`config.mk`:
```
export PLATFORM = sky130hd
export DESIGN_NAME = misr_signature_ctrl
export DESIGN_NICKNAME = d
export VERILOG_FILES = /design/src/rtl/misr_signature_ctrl.sv
export SDC_FILE = /design/constraint.sdc
export NUM_CORES = 1
export LEC_CHECK = 0
export CAP_MARGIN = 20
export CORE_MARGIN = 4
export CORE_UTILIZATION = 35
export DETAILED_ROUTE_END_ITERATION = 16
export PLACE_DENSITY = 0.74
export SLEW_MARGIN = 20
export SYNTH_ARGS = -nofsm -noshare
export SYNTH_HDL_FRONTEND = slang
export SYNTH_SLANG_ARGS = --single-unit
export TNS_END_PERCENT = 100
```
`constraint.sdc`:
```
create_clock -name CK -period 1.94 [get_ports CK]
set_input_delay 0.388 -clock CK [delete_from_list [all_inputs] [get_ports CK]]
set_output_delay 0.388 -clock CK [all_outputs]
set_load 0.02 [all_outputs]
```
`src/rtl/misr_signature_ctrl.sv`:
```
// Seeds a 32-bit MISR, compacts cfg_len words over valid/ready, checks against golden; done 2 cycles after last beat.
// data_ready only in COMPACT (stalls source otherwise). Optional idle limit: `define MISR_TIMEOUT_EN.
module misr_signature_ctrl #(
  parameter int                WIDTH   = 32,
  parameter logic [WIDTH-1:0]  POLY    = 32'h00010409,
  parameter int                CNT_W   = 16,
  parameter int                TIMEOUT = 1024
) (
  input  logic             CK,
  input  logic             RESET,
  input  logic             start,
  input  logic [CNT_W-1:0] cfg_len,
  input  logic [WIDTH-1:0] cfg_seed,
  input  logic [WIDTH-1:0] cfg_golden,
  input  logic             data_valid,
  input  logic [WIDTH-1:0] data_in,
  output logic             data_ready,
  output logic             busy,
  output logic             done,
  output logic             pass,
  output logic             timeout,
  output logic [WIDTH-1:0] signature
);

  typedef enum logic [1:0] {S_IDLE, S_COMPACT, S_CHECK, S_DONE} state_t;

  state_t           state_q, state_d;
  logic [WIDTH-1:0] sig_q, sig_d;
  logic [WIDTH-1:0] golden_q, golden_d;
  logic [CNT_W-1:0] len_q, len_d;
  logic [CNT_W-1:0] beat_q, beat_d;
  logic             pass_q, pass_d;
  logic             timeout_q, timeout_d;
  logic             done_q, done_d;
  logic             beat;
  logic             idle_hit;
  logic [WIDTH-1:0] misr_nxt;

  assign data_ready = (state_q == S_COMPACT);
  assign busy       = (state_q != S_IDLE);
  assign beat       = data_valid & data_ready;

  always_comb begin
    misr_nxt    = '0;
    misr_nxt[0] = sig_q[WIDTH-1] ^ data_in[0];
    for (int i = 1; i < WIDTH; i++) begin
      misr_nxt[i] = sig_q[i-1] ^ data_in[i] ^ (POLY[i] & sig_q[WIDTH-1]);
    end
  end

`ifdef MISR_TIMEOUT_EN
  localparam int               IDLE_W    = $clog2(TIMEOUT + 1);
  localparam logic [IDLE_W-1:0] IDLE_LAST = IDLE_W'(TIMEOUT - 1);

  logic [IDLE_W-1:0] idle_q, idle_d;

  // Counts consecutive beat-less COMPACT cycles; any beat or leaving COMPACT restarts it.
  always_comb begin
    idle_d = '0;
    if ((state_q == S_COMPACT) && !beat) begin
      idle_d = idle_q + IDLE_W'(1);
    end
  end

  assign idle_hit = (state_q == S_COMPACT) && !beat && (idle_q == IDLE_LAST);

  always_ff @(posedge CK or negedge RESET) begin
    if (!RESET) begin
      idle_q <= '0;
    end else begin
      idle_q <= idle_d;
    end
  end
`else
  logic unused_timeout_cfg;

  assign idle_hit           = 1'b0;
  assign unused_timeout_cfg = (TIMEOUT != 0);
`endif

  always_comb begin
    state_d   = state_q;
    sig_d     = sig_q;
    golden_d  = golden_q;
    len_d     = len_q;
    beat_d    = beat_q;
    pass_d    = pass_q;
    timeout_d = timeout_q;
    unique case (state_q)
      S_IDLE: begin
        if (start) begin
          sig_d     = cfg_seed;
          golden_d  = cfg_golden;
          len_d     = cfg_len;
          beat_d    = '0;
          pass_d    = 1'b0;
          timeout_d = 1'b0;
          state_d   = (cfg_len == '0) ? S_CHECK : S_COMPACT;
        end
      end
      S_COMPACT: begin
        if (beat) begin
          sig_d  = misr_nxt;
          beat_d = beat_q + CNT_W'(1);
          if (beat_q == (len_q - CNT_W'(1))) begin
            state_d = S_CHECK;
          end
        end else if (idle_hit) begin
          timeout_d = 1'b1;
          pass_d    = 1'b0;
          state_d   = S_DONE;
        end
      end
      S_CHECK: begin
        pass_d  = (sig_q == golden_q);
        state_d = S_DONE;
      end
      S_DONE: begin
        state_d = S_IDLE;
      end
      default: begin
        state_d = S_IDLE;
      end
    endcase
    // done is registered, so it is asserted on the edge that enters DONE.
    done_d = (state_d == S_DONE);
  end

  always_ff @(posedge CK or negedge RESET) begin
    if (!RESET) begin
      state_q   <= S_IDLE;
      sig_q     <= '0;
      golden_q  <= '0;
      len_q     <= '0;
      beat_q    <= '0;
      pass_q    <= 1'b0;
      timeout_q <= 1'b0;
      done_q    <= 1'b0;
    end else begin
      state_q   <= state_d;
      sig_q     <= sig_d;
      golden_q  <= golden_d;
      len_q     <= len_d;
      beat_q    <= beat_d;
      pass_q    <= pass_d;
      timeout_q <= timeout_d;
      done_q    <= done_d;
    end
  end

  assign signature = sig_q;
  assign pass      = pass_q;
  assign timeout   = timeout_q;
  assign done      = done_q;

endmodule

```
== Yosys cells after proc, flatten, opt, wreduce, memory -nomap -nowiden ==
Cells that the tools add are included.
Storage, ports and cells
  bits in registers: 100
  word-level logic and storage cells: 74
Cells by class
  add/subtract/negate cells: 2
  equality and inequality tests: 8
  muxes and demuxes: 13
  bitwise gates (word level): 36
  reduce and logical (&&, ||, !) cells: 8
Operators with widths (count)
  two-way mux 32 bit: 2
  case mux 32 bit (2 select lines): 1
  bitwise XOR 1 bit: 35
  == test 32 bit: 1
  two-way mux 16 bit: 2
  case mux 16 bit (2 select lines): 1
  adder 16 x 1 -> 16 bit (second input constant): 1
  == test 16 bit: 1
  zero test 16 bit: 1
  subtractor 16 x 1 -> 16 bit (second input constant): 1
  two-way mux 2 bit: 4
  case mux 2 bit (4 select lines): 1
  == test 2 bit (second input constant): 3
  nonzero test 2 bit: 3
  AND reduction 2 bit: 2
  AND reduction 3 bit: 1
  == test 2 x 1 -> 1 bit (second input constant): 1
  zero test 2 bit: 1
  inequality test 2 x 1 -> 1 bit (second input constant): 1
  inequality test 2 bit (second input constant): 1
  case mux 1 bit (2 select lines): 1
  AND 1 bit: 1
  two-way mux 1 bit: 1

== Logic depth before layout (Yosys ltp) ==
  depth after elaboration: 6
  depth in mapped cells: 8
  depth with buffers taken out: 8

== Worst setup path after synthesis ==
OpenSTA, ideal clock, no wires.
  kind: register -> register
  from: register len_q[0]
  to: register state_q[0]
  arrival time: 1.986 ns
  path slack: -0.178 ns
  cell stages (with the launch flop): 9
  buffers on the path: 0
  clock period less this slack: 2.118 ns
  path through: dfrtp_1 -> inv_1 -> ha_1 -> nor4b_4 -> nand3_4 -> or4b_4 -> o211ai_2 -> o2bb2ai_2 -> a31oi_1
Between the ends
  cells in the longest elaborated chain, start to end: 5
Ends and longest elaborated chain
  start: declaration: line 30  | logic [CNT_W-1:0] len_q, len_d;
  start signal: assignment: line 143  | len_q <= len_d;
  subtractor 16 x 1 -> 16 bit: line 105  | if (beat_q == (len_q - CNT_W'(1))) begin
  == test 16 bit: line 105
  two-way mux 2 bit: line 105
  two-way mux 2 bit: line 102  | if (beat) begin
  case mux 2 bit (4 select lines): line 89  | unique case (state_q)
  named net state_d[0]: line 27  | state_t state_q, state_d;
  end signal: assignment: line 140  | state_q <= state_d;
  end: declaration: line 27
The timed path passes the listed nets, and every way through them passes these cells.
A chain may end at the register's enable or synchronous reset.

== Worst setup path after layout ==
  from: register len_q[0]
  to: register state_q[1]
Same word-level chain as after synthesis.

==> report_table.html <==
<table>
<tr><th>Metric</th><th>Value</th></tr>
<tr><th colspan="2">Outcome</th></tr>
<tr><td>Result of the run</td><td>complete, but fails checks</td></tr>
<tr><td>Violated checks</td><td>hold timing, setup timing</td></tr>
<tr><th colspan="2">Clock network</th></tr>
<tr><td>Total number of clock tree sinks</td><td>100</td></tr>
<tr><td>Worst-path clk slew</td><td>0.07 ns</td></tr>
<tr><td>Number of buffers inserted during clock tree synthesis</td><td>9</td></tr>
<tr><td>H-Tree Level Count</td><td>3</td></tr>
<tr><td>TritonCTS clock tree</td><td>yes</td></tr>
<tr><td>CTS Hold Bufs</td><td>0</td></tr>
<tr><td>CTS Buffer Depth</td><td>2</td></tr>
<tr><td>Latest clock arrival within the worst-skew pair</td><td>0.35 ns</td></tr>
<tr><td>Root buf cell</td><td>clkbuf_16</td></tr>
<tr><th colspan="2">GRT</th></tr>
<tr><td>Global-route wire length before repair</td><td>24000 µm</td></tr>
<tr><td>Vias in the first global route</td><td>4572</td></tr>
<tr><td>Global-route usage over all layers</td><td>0.171</td></tr>
<tr><td>Global route overflow</td><td>0</td></tr>
<tr><td>Largest net degree at the start of global routing</td><td>65</td></tr>
<tr><td>Number of antenna violations at the first check in global routing</td><td>0</td></tr>
<tr><th colspan="2">Yosys</th></tr>
<tr><td>Number of synthesized flops with an enable pin</td><td>0</td></tr>
<tr><td>Predominant post-synthesis flop cell</td><td>dfrtp_1</td></tr>
<tr><td>Average footprint of a synthesized cell</td><td>10.0 µm²</td></tr>
<tr><td>Net count after synthesis</td><td>665</td></tr>
<tr><td>Total of flip-flops plus latches after synthesis</td><td>100</td></tr>
<tr><td>Synthesized-area fraction occupied by xor and xnor cells</td><td>0.157</td></tr>
<tr><td>Share of cell area taken by muxes after synthesis</td><td>0.0975</td></tr>
<tr><td>Synth Area in Adders</td><td>0.00457</td></tr>
<tr><td>Cell types with the largest area share after synthesis</td><td>dfrtp_1 (46%), xnor2_1 (10%), mux2_2 (8.8%), o21ai_0 (6.8%), xor2_1 (5.4%)</td></tr>
<tr><td>Post-synth top area cell</td><td>dfrtp_1</td></tr>
<tr><td>Number of warnings reported in the yosys synthesis log</td><td>0</td></tr>
<tr><td>Summed instance area of the synthesized netlist</td><td>0.00548 mm²</td></tr>
<tr><td>Compound-gate portion of the synthesized area</td><td>0.102</td></tr>
<tr><td>Fraction of the mapped netlist area in simple logic gates</td><td>0.156</td></tr>
<tr><td>Fraction of synthesized cell area taken by the top area cell type</td><td>0.457</td></tr>
<tr><td>Distinct cell type count of the synthesized netlist</td><td>55</td></tr>
<tr><td>Instance count of the mapped netlist</td><td>547</td></tr>
<tr><td>Post-synthesis sequential area ratio</td><td>0.457</td></tr>
<tr><td>Main combinational cell family by area after synthesis</td><td>XOR/XNOR gates</td></tr>
<tr><td>Proportion of register bits with asynchronous set or reset after synthesis</td><td>1.00</td></tr>
<tr><th colspan="2">Timing</th></tr>
<tr><td>Minimum hold slack</td><td>-0.00485 ns</td></tr>
<tr><td>Number of hold-slack violations in the final timing report</td><td>3</td></tr>
<tr><td>Final critical path time including I/O delays and setup</td><td>2.08 ns</td></tr>
<tr><td>Setup repair after global routing missed its margin</td><td>true</td></tr>
<tr><td>Number of setup violations in the final report</td><td>2</td></tr>
<tr><td>Final cycle utilization of the critical path</td><td>1.07</td></tr>
<tr><td>Post-route clock skew</td><td>0.00638 ns</td></tr>
<tr><td>Slew at the pin closest to its max-slew limit</td><td>0.616 ns</td></tr>
<tr><td>Number of pins exceeding their max-slew limit in the final report</td><td>0</td></tr>
<tr><td>Max-slew headroom at the worst pin</td><td>0.590</td></tr>
<tr><td>Setup WS post-layout</td><td>-0.142 ns</td></tr>
<tr><td>Timing-limited maximum frequency</td><td>0.480 GHz</td></tr>
<tr><th colspan="2">Power and ir drop</th></tr>
<tr><td>Switching Fraction</td><td>0.336</td></tr>
<tr><td>Total power of the final layout</td><td>7.28 mW</td></tr>
<tr><td>Comb power frac</td><td>0.334</td></tr>
<tr><td>Seq pwr share</td><td>0.413</td></tr>
<tr><td>Total internal power</td><td>4.83 mW</td></tr>
<tr><td>NetSw</td><td>2.45 mW</td></tr>
<tr><td>Leak Pwr</td><td>3.27 nW</td></tr>
<tr><td>Power per cell area</td><td>931 mW/mm²</td></tr>
<tr><td>Relative contribution of the clock network to total power</td><td>0.253</td></tr>
<tr><td>Max VDD drop</td><td>577 µV</td></tr>
<tr><th colspan="2">Placed design</th></tr>
<tr><td>Global placement routability congestion</td><td>0.876</td></tr>
<tr><td>Port-buffer cells</td><td>151</td></tr>
<tr><td>Placed Instances</td><td>921</td></tr>
<tr><td>Sum of net half-perimeters after detailed placement</td><td>11500 µm</td></tr>
<tr><td>Pre-CTS WS</td><td>-0.220 ns</td></tr>
<tr><th colspan="2">Routing</th></tr>
<tr><td>Detailed-route wire length per cell</td><td>15.8 µm</td></tr>
<tr><td>DRC violations left</td><td>0</td></tr>
<tr><td>DRC marker count from the first detailed-route iteration</td><td>158</td></tr>
<tr><td>Number of vias in the routed layout</td><td>4520</td></tr>
<tr><td>Number of nets with antenna violations after routing</td><td>0</td></tr>
<tr><td>Aggregate routed wire length</td><td>14800 µm</td></tr>
<tr><td>Detailed-route vias per instance</td><td>4.82</td></tr>
<tr><td>Number of search-and-repair iterations in the first detailed-routing pass</td><td>4</td></tr>
<tr><th colspan="2">Floorplan</th></tr>
<tr><td>Core Rows</td><td>45</td></tr>
<tr><td>DIE AREA</td><td>0.0177 mm²</td></tr>
<tr><td>Horizontal die dimension</td><td>133 µm</td></tr>
<tr><td>Initial core utilization</td><td>0.359</td></tr>
<tr><td>I/O pins</td><td>153</td></tr>
<tr><td>Area of the core</td><td>0.0153 mm²</td></tr>
<tr><td>Die Ht</td><td>133 µm</td></tr>
<tr><th colspan="2">Flow run</th></tr>
<tr><td>Number of max-capacitance violations reported</td><td>0</td></tr>
<tr><th colspan="2">Hold path</th></tr>
<tr><td>Path category of the worst min-delay check</td><td>input pin to async pin</td></tr>
<tr><th colspan="2">Finish</th></tr>
<tr><td>Commonest cells after routing, fill and taps aside</td><td>clkdlybuf4s50_1 (147), dfrtp_1 (98), nand2_1 (76)</td></tr>
<tr><td>Post-layout nets</td><td>840</td></tr>
<tr><td>Fraction of final layout cells with drive strength greater than 1</td><td>0.168</td></tr>
<tr><td>Antenna Diode Count</td><td>0</td></tr>
<tr><td>Final instance count without filler cells</td><td>938</td></tr>
<tr><td>Most common library cell in the layout ignoring fill and taps</td><td>clkdlybuf4s50_1</td></tr>
<tr><td>Area growth from synthesis to layout</td><td>42.7%</td></tr>
<tr><th colspan="2">Critical path</th></tr>
<tr><td>Worst r2r path cells</td><td>7</td></tr>
<tr><td>Startpoint type of the worst setup path</td><td>flip-flop</td></tr>
<tr><td>Endpoint class of the critical path</td><td>flip-flop</td></tr>
<tr><td>Req. time, crit path</td><td>2.18 ns</td></tr>
<tr><td>R2r startpoint</td><td>len_q[0]</td></tr>
<tr><td>WS Path Type</td><td>flip-flop to flip-flop</td></tr>
<tr><td>Setup slack of the most critical reg-to-reg path</td><td>-0.14 ns</td></tr>
<tr><td>Highest net fanout along the worst path</td><td>7</td></tr>
<tr><td>Reg-to-Reg End</td><td>state_q[1]</td></tr>
<tr><td>Worst endpoint data arrival time</td><td>2.32 ns</td></tr>
</table>
[power groups by stage]
stage / Sequential (mW) / Combinational, mW / Clock [mW]
global placement: 3.04 / 2.42 / 0
finish: 3.01 / 2.43 / 1.84
CTS: 3.01 / 2.46 / 1.89
floorplan: 3.14 / 1.18 / 0
detailed placement: 3.05 / 2.45 / 0
global route: 3.08 / 2.69 / 1.97
[Yosys cell counts, types with 2 or more instances]
library cell  instances
ha_1                  2
a31oi_1               2
or3_1                 2
buf_1                 2
nor2b_1               3
dfrtp_1             100
mux2_2               43
nand2b_1              3
nand3_1              10
xor2_1               34
and2_1                3
a21o_1                2
o211a_1               2
nor2_1               21
a21oi_1               7
inv_1                 8
xnor2_1              64
nor3b_1               2
nand4_1              12
nand2_1              76
clkbuf_1             21
mux2i_1               5
o21ai_0              74
nor3_1                7
and3_1                2
nor4_1               11
[worst max-delay path by stage]
stage	from	to	slack, ns	cells after the start
6_report	len_q[0]	state_q[1]	-0.14	7
5_1_grt	len_q[0]	state_q[1]	-0.22	10
4_1_cts	len_q[0]	state_q[1]	-0.13	7
3_5_place_dp	start	beat_q[15]	-0.22	7
3_3_place_gp	start	beat_q[15]	-0.19	7
2_1_floorplan	len_q[0]	state_q[0]	-0.11	8
[critical path, cell delays in order, from the launching register on]
cell and delay, ns:
dfrtp_1 0.42, or4_4 0.56, nor4_4 0.15, buf_4 0.18, a2111o_1 0.14, o211ai_1 0.09
o211a_1 0.23, a31o_1 0.21
[stage by stage]
step            util  hold WS, ns  area, µm²  setup TNS (ns)
2_1_floorplan      -       0.0924       5490          -0.199
3_5_place_dp   0.490        0.381       7480           -4.08
6_report       0.512     -0.00485       7820          -0.234
4_1_cts        0.510      0.00448       7790          -0.251
5_1_grt        0.512       0.0283       7820          -0.420
3_3_place_gp   0.490        0.381       7480           -3.19
[repair_timing]
item	CTS	global route
buffers inserted	0	1
cloned	0	0
endpoints found under the hold margin	0	0
gates resized for setup	6	5
endpoints found under the setup margin	6	3
pin swaps	1	1
[layout make-up]
cell class              instances  area (µm²)
flip-flops and latches        100        2500
repair buffers                190        1830
multi-input cells             413        2890
inverters                       8        30.0
clock inverters                 7        73.8
clock buffers                   9         225
fillers                      1413        7440
well taps                     211         264
[layer usage]
metal | routed length [µm] | up-vias | global-route usage
met3 | 1380 | 13 | 0.0623
met5 | 0 | - | 0
met2 | 6990 | 149 | 0.283
met4 | 253 | 0 | 0.0600
li1 | - | 2243 | -
met1 | 6200 | 2115 | 0.207
[registers in the layout, indices dropped and copies added, names as in the netlist]
| signal | count |
|---|---|
| golden_q | 32 |
| signature | 32 |
| beat_q | 16 |
| len_q | 16 |
| state_q | 2 |
| done | 1 |
| pass | 1 |
[logic make-up (layout without fill, tap and decap cells)]
group / after synthesis / count (layout)
muxes: 48 / 48
and+or+nand+nor: 166 / 166
other: 1 / 1
buffers and inverters: 34 / 214
xor gates and xnor gates: 98 / 98
DFF: 100 / 100
adders and majority gates: 2 / 2
AOI/OAI and AO/OA: 98 / 98
No activity file was read; power rests on OpenSTA's default activity.
